<file path="src/rtl/shift_buffer_sequencer.sv">
// shift_buffer_sequencer: command-sequenced fill / hold / drain controller
// around a DEPTH x WIDTH shift buffer with valid/ready on both sides.
module shift_buffer_sequencer #(
   parameter int unsigned DEPTH = 10,
   parameter int unsigned WIDTH = 8
) (
   input  logic             clk,
   input  logic             reset,
   input  logic             cmd_fill,
   input  logic [3:0]       fill_len,
   input  logic             cmd_drain,
   input  logic             abort,
   input  logic [WIDTH-1:0] in_data,
   input  logic             in_valid,
   output logic             in_ready,
   output logic [WIDTH-1:0] out_data,
   output logic             out_valid,
   input  logic             out_ready,
   output logic [3:0]       count,
   output logic [1:0]       state,
   output logic             done,
   output logic             err
);

   localparam int unsigned IDXW    = (DEPTH > 1) ? $clog2(DEPTH) : 1;
   localparam logic [3:0]  DEPTH_L = 4'(DEPTH);

   typedef enum logic [1:0] {
      S_IDLE  = 2'd0,
      S_FILL  = 2'd1,
      S_HOLD  = 2'd2,
      S_DRAIN = 2'd3
   } state_t;

   state_t           st;
   logic [3:0]       target;
   logic [WIDTH-1:0] mem [DEPTH];

   logic in_fire;
   logic out_fire;
   logic len_ok;

   // Handshake qualifiers and output decodes, all from registered state only
   assign in_ready  = (st == S_FILL);
   assign out_valid = (st == S_DRAIN) && (count != 4'd0);
   assign out_data  = mem[0];
   assign state     = st;
   assign in_fire   = in_ready && in_valid;
   assign out_fire  = out_valid && out_ready;
   assign len_ok    = (fill_len != 4'd0) && (fill_len <= DEPTH_L);

   // Sequencer: state, occupancy, buffer contents and done/err pulses
   always_ff @(posedge clk) begin
      if (reset) begin
         st     <= S_IDLE;
         count  <= 4'd0;
         target <= 4'd0;
         done   <= 1'b0;
         err    <= 1'b0;
         for (int i = 0; i < int'(DEPTH); i++) mem[i] <= '0;
      end else begin
         done <= 1'b0;
         err  <= 1'b0;
         if (abort && (st != S_IDLE)) begin
            // abort outranks any same-cycle handshake or command
            st    <= S_IDLE;
            count <= 4'd0;
            for (int i = 0; i < int'(DEPTH); i++) mem[i] <= '0;
         end else begin
            case (st)
               S_IDLE: begin
                  if (cmd_fill) begin
                     if (len_ok) begin
                        target <= fill_len;
                        count  <= 4'd0;
                        st     <= S_FILL;
                     end else begin
                        err <= 1'b1;
                     end
                  end else if (cmd_drain) begin
                     err <= 1'b1;
                  end
               end
               S_FILL: begin
                  if (cmd_fill || cmd_drain) err <= 1'b1;
                  if (in_fire) begin
                     mem[IDXW'(count)] <= in_data;
                     count             <= count + 4'd1;
                     if ((count + 4'd1) == target) begin
                        st   <= S_HOLD;
                        done <= 1'b1;
                     end
                  end
               end
               S_HOLD: begin
                  // drain wins over a simultaneous fill request
                  if (cmd_drain) begin
                     st <= S_DRAIN;
                  end else if (cmd_fill) begin
                     err <= 1'b1;
                  end
               end
               S_DRAIN: begin
                  if (cmd_fill || cmd_drain) err <= 1'b1;
                  if (out_fire) begin
                     for (int i = 0; i < int'(DEPTH) - 1; i++) mem[i] <= mem[i+1];
                     mem[DEPTH-1] <= '0;
                     count        <= count - 4'd1;
                     if (count == 4'd1) begin
                        st   <= S_IDLE;
                        done <= 1'b1;
                     end
                  end
               end
               default: st <= S_IDLE;
            endcase
         end
      end
   end

endmodule

</file>
<file path="config.mk">
export PLATFORM = sky130hd
export DESIGN_NAME = shift_buffer_sequencer
export DESIGN_NICKNAME = d
export VERILOG_FILES = /design/src/rtl/shift_buffer_sequencer.sv
export SDC_FILE = /design/constraint.sdc
export NUM_CORES = 1
export LEC_CHECK = 0
export BUFFER_PORTS_ARGS = -buffer_cell sky130_fd_sc_hd__buf_2
export CAP_MARGIN = 40
export CORE_ASPECT_RATIO = 1.1
export CORE_MARGIN = 4
export CORE_UTILIZATION = 45
export CTS_BUF_LIST = sky130_fd_sc_hd__clkbuf_16
export DETAILED_ROUTE_END_ITERATION = 10
export MAX_ROUTING_LAYER = met4
export SYNTH_ARGS = -nofsm -noshare
export SYNTH_HDL_FRONTEND = slang
export SYNTH_SLANG_ARGS = --single-unit
</file>
<file path="constraint.sdc">
create_clock -name clk -period 2.9 [get_ports clk]
set_input_delay 0.435 -clock clk [delete_from_list [all_inputs] [get_ports clk]]
set_output_delay 0.435 -clock clk [all_outputs]
set_load 0.05 [all_outputs]
</file>
==> metrics.md <==
| Metric | Value |
|---|---|
| Status | `completed` |
| Die span in y | `110 microns` |
| First-pass GRT wire length | `14.3 mm` |
| Area contributors post-synth | `edfxtp_1, a22o_1, dfxtp_1` |
| # rows | `37` |
| CP Capture Type | `flop` |
| WHS | `371 ps` |
| CP Max Fanout | `11` |
| CTS tree | `yes` |
| Library cells used by synthesis | `49` |
| H-Tree Depth | `3` |
| Actual slew at the worst max-slew pin | `608 ps` |
| P&R area growth vs syn | `11.7%` |
| Min-Delay Path Class | `in -> reg` |
| Maximum vdd ir drop | `0.280 mV` |
| Cell leakage power | `around 0.0018 uW` |
| Largest net degree at the start of global routing | `15` |
| Share of layout cells above drive strength 1 | `0.199` |
| Combined area of all synthesized cells | `4290 sq um` |
| Die area | `11200 sq um` |
| CTS Buf Count | `9` |
| Worst path required time | `3100 ps` |
| Count leader, synth | `edfxtp_1` |
| Starting density of the core | `0.459` |
| Worst setup path class | `reg -> reg` |
| Slowest cell on the critical path | `dfxtp_1` |
| Ys flop type | `edfxtp_1` |
| Pins Over Slew Limit | `0` |
| Fin crit period | `around 2600 ps` |
| I/O pins | `37` |
| EDFF count, synth | `80` |
| Die Wd | `101 microns` |
| Syn avg cell area | `13.4 sq um` |
| Cts-stage hold buffer count | `0` |
| Total GRT Usage | `0.177` |
| Sequential fraction of the synthesis area | `0.616` |
| Worst Path Buf+Inv | `1` |
| RSZ-0062 raised after global routing | `no` |
| Final setup vio count | `0` |
| Post-cts sizing count | `0` |
| Wirelength per Cell | `19.5 microns` |
| CP max stage delay | `roughly 580 ps` |
| CTS max path bufs | `2` |
| Warnings, synthesis | `0` |
| Top cell family by delay on the critical path | `simple AND/OR/NAND/NOR gates` |
| Clk_skew | `about 5.6 ps` |
| Clk root buf | `clkbuf_16` |
| Routed Antenna Nets | `0` |
| Nets | `370` |
| Worst EP arrival | `2800 ps` |
| Hold Fails Final Rpt | `0` |
| TritonRoute pass-1 iters | `4` |
| Critical path cell sequence | `inv_1 > ha_1 > or3b_1 > and3_1 > nand2_2 > nor2_1 > a22o_1` |
| Yosys top cell area share | `0.560` |
| Fmax | `384 MHz` |
| Relative slew margins | `0.593` |
| Antenna Cells | `0` |
| Initial antenna violation count | `0` |
| Clock transition at path regs | `60 ps` |
| GRT overflow | `0` |
| Seq cells post-synth | `92` |
| Cell Pwr Density | `about 780 nW/um^2` |
| Layout fillers | `825` |
| Initial DRC Count | `172` |
| Drt total wl | `9.04 mm` |
| Setup Fix Bufs, Post-CTS | `0` |
| CP Launch Type | `flop` |
| Core Box Area | `9350 sq um` |
| Cells after Synth | `320` |
| Fraction of registers with async set/reset | `0` |
| TNS Setup | `0 ps` |
| Post-synth top cells | `edfxtp_1, a22o_1, nor2_1` |
| Syn_nets | `between 300 and 400` |
| Via density | `5.87` |
| Post-detail-place hpwl | `6.46 mm` |
| DRC | `0` |
| Period utilization | `0.899` |
| Vias in the first global route | `2737` |
| Clk sinks | `92` |
| Port bufs | `36` |
| Final GP Congestion | `between 0.8 and 0.9` |
| Post-synth top area cell | `edfxtp_1` |
| Max Cap Violations | `0` |
| Clk Latency, worst-skew pair | `340 ps` |
| Via count | `between 2000 and 3000` |
==> cells in the final DEF (no fill, tap or decap), types with 2 or more instances in the layout <==
master      n
edfxtp_1   80
a22o_1     72
buf_2      36
nor2_1     16
and2_1     13
dfxtp_1    12
nand2b_1   11
clkbuf_16   9
inv_1       8
ha_1        7
nand2_1     6
a21oi_1     6
o21ai_0     6
and3_1      5
nor2_2      5
nor4_1      5
mux2i_1     5
nand3_1     3
xnor2_1     3
nor2b_1     2
and4b_2     2
o221a_2     2
o211ai_1    2
a211oi_1    2
clkinv_4    2
buf_4       2
==> report_power, final <==
group	internal (uW)	switching (uW)
logic	229	610
registers	1690	96.3
clock network	656	459
==> metal layers <==
layer,wire length (microns),vias up,GRT usage
li1,-,1297,-
met1,3890,1321,0.211
met2,4510,79,0.289
met3,359,22,0.0258
met4,272,0,0.0969
met5,0,-,-
==> worst register-to-register path, stage by stage, from the launching register on <==
cell	delay (ps)
dfxtp_1	580
inv_1	140
ha_1	330
or3b_1	230
and3_1	250
nand2_2	210
nor2_1	490
a22o_1	250
==> logic make-up after synthesis <==
kind of cell,Yosys count,share of synthesized area
AOI/OAI and AO/OA,100,0.194
xor gates and xnor gates,5,0.0146
adders and majority gates,8,0.0233
buffers and inverters,33,0.0347
DFF,92,0.616
muxes,5,0.0117
and+or+nand+nor,77,0.106
==> per-stage QoR <==
step / cells / total power, uW / cell area, sq um / setup WS (ps) / util
floorplan: 320 / 2430 / 4290 / 133 / -
global placement: 449 / 2650 / 4510 / 286 / 0.482
detailed placement: 449 / 2660 / 4510 / 299 / 0.482
CTS: 463 / 3770 / 4790 / 292 / 0.512
global route: 463 / 3910 / 4790 / 148 / 0.512
finish: 463 / 3740 / 4790 / 294 / 0.512
==> area by class of cell <==
cell class                      instances  area [sq um]  area share
Sequential cell                        92          2640       0.551
Multi-Input combinational cell        195          1500       0.313
Clock buffer                            9           225      0.0470
Timing Repair Buffer                   38           195      0.0407
Tap cell                              117           146      0.0305
Clock inverter                          5          56.3      0.0117
Inverter                                7          26.3     0.00548
==> path summary, 6_finish.rpt <==
check	start	end	slack, ps	cells after the start
setup / recovery	count[0]	mem[7][3]	290	7
hold / removal	fill_len[2]	target[2]	370	3
setup reg to reg	count[0]	mem[7][3]	290	7
hold reg to reg	mem[4][1]	mem[3][1]	530	1
==> sequential cells by signal, summed over array words and instances (netlist names) <==
signal,flops
target,4
done,1
count,4
state,2
err,1
mem,80
Power figures use the tool's default switching activity.
